### config.mk
export PLATFORM = sky130hd
export DESIGN_NAME = eth_pcs_scrambler_pipe
export DESIGN_NICKNAME = d
export VERILOG_FILES = /design/src/rtl/eth_pcs_scrambler_pipe.sv
export SDC_FILE = /design/constraint.sdc
export NUM_CORES = 1
export LEC_CHECK = 0
export CAP_MARGIN = 25
export CORE_ASPECT_RATIO = 1.4
export CORE_UTILIZATION = 52
export DETAILED_ROUTE_END_ITERATION = 6
export GPL_TIMING_DRIVEN = 0
export PLACE_DENSITY = 0.79
export SYNTH_ARGS = -nofsm -noshare
export SYNTH_HDL_FRONTEND = slang
export SYNTH_SLANG_ARGS = --single-unit
### constraint.sdc
create_clock -name i_clk -period 1.5 [get_ports i_clk]
set_clock_uncertainty 0.05 [all_clocks]
set_input_delay 0.3 -clock i_clk [delete_from_list [all_inputs] [get_ports i_clk]]
set_output_delay 0.3 -clock i_clk [all_outputs]
set_load 0.05 [all_outputs]
### src/rtl/eth_pcs_scrambler_pipe.sv
// eth_pcs_scrambler_pipe
// Self-synchronous scrambler/descrambler, G(x) = 1 + x^39 + x^58, for the
// 10GBASE-R PCS between the 64b/66b codec and the gearbox.
// All W_DATA bits are unrolled per cycle; bit 0 is the first bit on the line.
// Output is registered (1-cycle latency).
// Optional feature macro: ETH_PCS_SCR_ERR_INJ_EN adds i_err_inj, which flips
// o_data[0] of a valid, non-bypass beat after scrambling.
module eth_pcs_scrambler_pipe #(
   parameter int          W_DATA   = 32,
   parameter int          SCR_MODE = 0,
   parameter logic [57:0] P_SEED   = 58'h3FF_FFFF_FFFF_FFFF
) (
   input  logic              i_clk,
   input  logic              i_reset,
   input  logic              i_valid,
   input  logic              i_bypass,
   input  logic              i_seed_load,
`ifdef ETH_PCS_SCR_ERR_INJ_EN
   input  logic              i_err_inj,
`endif
   input  logic [W_DATA-1:0] i_data,
   output logic              o_valid,
   output logic [W_DATA-1:0] o_data,
   output logic              o_locked
);

   // Beats needed to refill the 58-bit history in descrambler mode.
   localparam int          LOCK_BEATS = (58 + W_DATA - 1) / W_DATA;
   localparam logic [2:0]  LOCK_MAX   = 3'(LOCK_BEATS);

   if (!(W_DATA == 16 || W_DATA == 32 || W_DATA == 64)) begin : g_bad_width
      $error("eth_pcs_scrambler_pipe: W_DATA must be 16, 32 or 64");
   end
   if (!(SCR_MODE == 0 || SCR_MODE == 1)) begin : g_bad_mode
      $error("eth_pcs_scrambler_pipe: SCR_MODE must be 0 or 1");
   end

   logic [57:0]       r_lfsr;
   logic [2:0]        r_lock_cnt;
   logic              r_valid_p1;
   logic [W_DATA-1:0] r_data_p1;
   logic              r_locked_p1;

   logic [57:0]       w_next_lfsr;
   logic [W_DATA-1:0] w_scr;
   logic [W_DATA-1:0] w_out;

   // Lock counter saturates once the history has been fully refilled.
   function automatic logic [2:0] sat_inc(input logic [2:0] cnt);
      return (cnt == LOCK_MAX) ? cnt : cnt + 3'd1;
   endfunction

   // Unrolled bit-serial recurrence: S[0] holds the most recent line bit.
   always_comb begin
      w_next_lfsr = r_lfsr;
      w_scr       = '0;
      for (int k = 0; k < W_DATA; k++) begin
         w_scr[k]    = i_data[k] ^ w_next_lfsr[38] ^ w_next_lfsr[57];
         w_next_lfsr = {w_next_lfsr[56:0], (SCR_MODE == 0) ? w_scr[k] : i_data[k]};
      end
   end

   // Optional bit-0 corruption; the LFSR still advances on the clean result.
`ifdef ETH_PCS_SCR_ERR_INJ_EN
   always_comb begin
      w_out = w_scr ^ {{(W_DATA-1){1'b0}}, i_err_inj};
   end
`else
   always_comb begin
      w_out = w_scr;
   end
`endif

   // LFSR and lock counter: seed load wins over the beat update; bypass freezes both.
   always_ff @(posedge i_clk) begin
      if (!i_reset) begin
         r_lfsr     <= P_SEED;
         r_lock_cnt <= 3'd0;
      end else if (i_seed_load) begin
         r_lfsr     <= P_SEED;
         r_lock_cnt <= 3'd0;
      end else if (i_valid && !i_bypass) begin
         r_lfsr     <= w_next_lfsr;
         r_lock_cnt <= sat_inc(r_lock_cnt);
      end
   end

   // ---- stage p1: registered output beat, qualifier and lock flag ----
   always_ff @(posedge i_clk) begin
      if (!i_reset) begin
         r_valid_p1  <= 1'b0;
         r_data_p1   <= '0;
         r_locked_p1 <= 1'b0;
      end else begin
         r_valid_p1 <= i_valid;
         if (i_valid) begin
            r_data_p1 <= i_bypass ? i_data : w_out;
         end
         if (SCR_MODE == 0) begin
            r_locked_p1 <= 1'b1;
         end else if (i_valid) begin
            r_locked_p1 <= (r_lock_cnt == LOCK_MAX);
         end
      end
   end

   assign o_valid  = r_valid_p1;
   assign o_data   = r_data_p1;
   assign o_locked = r_locked_p1;

endmodule

## Word-level counts from Yosys, hierarchy flattened

Cells that the tools add are included.

- Flip-flop bits (word level): 92
- Input port bits: 37
- Output and inout bits: 34
- Word-level logic and storage cells: 74

- Muxes and demuxes: 2
- Bitwise gates (word level): 65
- Reductions and logical operators: 3

Operators with widths:

| kind | number |
|---|---|
| $xor 1x1->1 | 64 |
| $mux 32 | 1 |
| $reduce_or 2->1 | 1 |
| $logic_and 1x1->1 | 1 |
| $logic_not 1->1 | 1 |
| $mux 1 | 1 |
| $not 1->1 | 1 |

## Depth between registers and ports, before layout

Gate-level depths: netlist of the first run.

- Word-level depth: 3
- Gate-level depth with buffers: 6
- Gate-level depth less buffers: 3

## Worst setup path before layout of the first run

OpenSTA, ideal clock, no wires.

- Path type: input to register
- From: input port i_bypass
- To: register r_data_p1[12] (netlist: o_data[12])
- Setup time: 0.074 ns
- Arrival: 1.024 ns
- Required time: 1.376 ns
- Slack: 0.352 ns
- Cell stages on the path: 4
- Path buffers: 2
- Cells stage by stage: buf_6 > buf_6 > or3_1 > a31oi_1

- Word-level cells in the longest chain between the ends: 1

RTL lines:

| item | RTL line | source |
|---|---|---|
| start, declared | 16 | `input logic i_bypass,` |
| $mux 32 | 97 | `r_data_p1 <= i_bypass ? i_data : w_out;` |
| end signal, assigned | 97 |  |
| end, declared | 41 | `logic [W_DATA-1:0] r_data_p1;` |

Every way passes these cells.
A chain may end at the register's enable or synchronous reset.

## Worst setup path after layout of the first run

- From: register r_data_p1[14] (netlist: o_data[14])
- To: output port o_data[14]

RTL lines:

| item | RTL line | source |
|---|---|---|
| end, declared | 23 | `output logic [W_DATA-1:0] o_data,` |

No word-level cell between the ends.

==> results of run 1 <==
flip-flops by register name, summed over array words and instances, names as in the netlist:
signal and count:
o_data 32, o_locked 1, o_valid 1, r_lfsr 58
cell usage in the layout (no fill, tap or decap), types with 5 or more instances in the layout:
cell type	n
sky130_fd_sc_hd__dfxtp_1	92
sky130_fd_sc_hd__o21ai_0	83
sky130_fd_sc_hd__nand2_1	52
sky130_fd_sc_hd__clkdlybuf4s50_1	34
sky130_fd_sc_hd__clkdlybuf4s15_2	34
sky130_fd_sc_hd__xnor2_1	32
sky130_fd_sc_hd__or3_1	32
sky130_fd_sc_hd__a31oi_1	32
sky130_fd_sc_hd__xor2_1	32
sky130_fd_sc_hd__a21oi_1	32
sky130_fd_sc_hd__nand3_1	26
sky130_fd_sc_hd__clkbuf_1	15
sky130_fd_sc_hd__o21ai_1	13
sky130_fd_sc_hd__clkbuf_8	11
sky130_fd_sc_hd__buf_2	9
sky130_fd_sc_hd__clkbuf_2	7
sky130_fd_sc_hd__buf_6	5
kinds of logic after synthesis:
kind of cell,count (synthesis),synth area share
DFF,92,0.4616
AOI/OAI and AO/OA,160,0.2107
and+or+nand+nor,115,0.1395
buffers and inverters,36,0.04766
xor gates and xnor gates,64,0.1405
worst reg2reg max path, cell delays in order, from the launching register on:
cell	delay, ps
sky130_fd_sc_hd__dfxtp_1	470
sky130_fd_sc_hd__xnor2_1	190
sky130_fd_sc_hd__or3_1	340
sky130_fd_sc_hd__a31oi_1	170
power by group through the flow:
stage / logic (mW) / clock network (mW) / registers (mW)
detailed placement: 0.988 / 0 / 2.70
CTS: 0.977 / 1.72 / 2.65
floorplan: 0.399 / 0 / 2.91
finish: 0.982 / 1.72 / 2.65
global placement: 0.978 / 0 / 2.70
global route: 1.06 / 1.81 / 2.66
routing by layer:
layer / GRT usage / share of wire
met1: 0.3268 / 0.43
met2: 0.4669 / 0.49
met3: 0.03463 / 0.039
met4: 0.1841 / 0.044
met5: 0 / 0
cell type report:
| class | count | area (sq um) |
|---|---|---|
| tap | 97 | 121.4 |
| clock buffer | 15 | 166.4 |
| multi-input combinational | 339 | 1958 |
| fill | 629 | 2340 |
| buffer | 36 | 203.9 |
| clock inverter | 1 | 30.03 |
| timing repair buffer | 70 | 745.7 |
| sequential | 92 | 1842 |
through the flow:
step | utilization | cell area [sq um]
floorplan | - | 3990
global placement | 0.6497 | 4812
detailed placement | 0.6497 | 4812
CTS | 0.6821 | 5052
global route | 0.6841 | 5067
finish | 0.6841 | 5067
worst max path at each step:
stage	end	slack, ps	cells after the start
after floorplan	o_data[12]	350	4
after global placement	r_lfsr[20]	-520	5
after detailed placement	r_lfsr[18]	-560	5
after CTS	r_lfsr[49]	40	7
after global routing	r_lfsr[19]	9	5
final	o_data[14]	70	1
timing repair:
action | 4_1_cts | 5_1_grt
resized for setup | 105 | 12
gates cloned | 0 | 0
setup endpoints to repair | 84 | 44
hold buffers | 0 | 0
==> results.toml, run 1 <==
[outcome]
outcome = "finished clean"

[clocking]
cts_buffers = 9
postCtsSetupBuffers = 0
cts.htree.levels = 3
clock_tree.buffer_depth = 2
cts_tree = "built"
clk_latency_worst_skew_pair_ps = 360
clk_pin_slew_worst_paths_ps = 90
cts_root_buf = "sky130_fd_sc_hd__clkbuf_8"
clk_sink_count = 92

[logic_synthesis]
synthesis.area_sq_um = 3990
synth_area_leaders = "sky130_fd_sc_hd__dfxtp_1 46%, sky130_fd_sc_hd__o21ai_0 10%, sky130_fd_sc_hd__xnor2_1 7.0%"
synthesis_warnings = 0
syn_area_per_cell_sq_um = 8.544
library_cell_with_the_largest_summed_area_after_synthesis = "sky130_fd_sc_hd__dfxtp_1"
netlist_instances = 467
synthArstFlopShare = 0
synth_most_common_cell = "sky130_fd_sc_hd__dfxtp_1"
synth-main-ff-cell = "sky130_fd_sc_hd__dfxtp_1"
synth.top_cell.area_share = 0.4616
synth_enable_flop_cells = 0
synth_cell_types = 19
synth.yosys.seq_area_share = 0.4616
yosys-top-cells-count = "92 x sky130_fd_sc_hd__dfxtp_1, 83 x sky130_fd_sc_hd__o21ai_0, 52 x sky130_fd_sc_hd__nand2_1"
postSynthNetCount = 504
synth-seq-cells = 92

[timing]
rsz0062_at_grt = "no"
final.setup.tns_ps = 0
fin_crit_sh = 0.9550
final_period_minus_worst_setup_slack_ps = 1432
finalSetupViolCount = 0
fin_worst_hold_slack_ps = 419.0
setup_ws_ps = 67.56
finalHoldViolCount = 0
timing_worst_slew_pin_value_ps = 461.0
maxSlewHeadroom = 0.6927
slew_viol_final = 0
max_clock_freq_ghz = 0.6981

[setup_path]
startpoint_of_the_worst_setup_timing_path = "o_data[14]"
worst-endpoint-arrival_ps = 1080
largest_stage_delay_on_the_critical_path_ps = 370
worstPathMaxFanout = 2
critical_path_required_ps = 1150
rr_startpoint = "r_lfsr[26]"
ff2ff_setup_slack_ps = 220
criticalPathCategory = "reg2out"
rr_worst_depth = 3
end_kind = "output port"
cp_top_family = "buffers and inverters"
critical_path_buf_inv_count = 1
reg2reg_to = "o_data[12]"
cpMaxStageDelayCell = "sky130_fd_sc_hd__clkdlybuf4s15_2"
startpoint_type = "flop"
crit_chain = "clkdlybuf4s15_2"

[pwr]
internal-power_mw = 3.799
report.power.total_mw = 5.347
power.combinational.fraction = 0.184
seqPwrFrac = 0.495
switching_power_mw = 1.549
power_switching_share = 0.2896
clock_power_frac = 0.321
total_power_per_unit_cell_area_nw_per_um2 = 1055
power.ir.vdd_worst_uv = 700.1
p_leak_nw = 1.890

[placement]
place_inst = 634
post-dp-hpwl_um = 7834
placer_s_final_routability_congestion_estimate = 0.8917
portBuffers = 70
dp_worst_setup_slack_ps = -559.4

[drt]
final_antenna_net_count = 0
routed_wirelength_um = 10500
drt-pass1-iter-count = 4
vias = 3609
routed_wire_length_per_instance_um = 16.15
drt-vias-per-instance = 5.552
drc = 0
detail_route.iter0.violations = 195

[floorplan]
floorplan.die.width_um = 76.03
fp.coreArea_sq_um = 7407
start_util = 0.5387
die_h_um = 105.6
pin_count = 71
die_area_sq_um = 8032
num_rows = 37

[grt]
grt_start_max_net_pins = 14
antenna_found_initial = 0
first_global_vias = 3397
grt_first_pass_wirelength_um = 17020
grt_overflow_total = 0
overall_global_routing_usage = 0.2760

[layout]
drive_above_1_share = 0.1266
stdcell_count = 650
layout.nets = 585
flow.area_growth_from_synthesis_pct = 27.00
antenna_cells_inserted = 0

[hold_path]
worstHoldPathCells = 1
class_of_the_worst_hold_path = "in2reg"
min_delay_worst_endpoint = "o_locked"
hold_path.startpoint = "i_reset"

[flow_run]
count_of_maximum_capacitance_violations = 0
Note: power is estimated with default switching activity, not from simulation.
==> run 2, diff against run 1 <==
--- a/config.mk
+++ b/config.mk
@@ -5,7 +5,6 @@
 export SDC_FILE = /design/constraint.sdc
 export NUM_CORES = 1
 export LEC_CHECK = 0
-export CAP_MARGIN = 25
 export CORE_ASPECT_RATIO = 1.4
 export CORE_UTILIZATION = 52
 export DETAILED_ROUTE_END_ITERATION = 6
==> results of run 2 <==
Same layout as run 1: the final DEF is identical, and so are final timing and power.
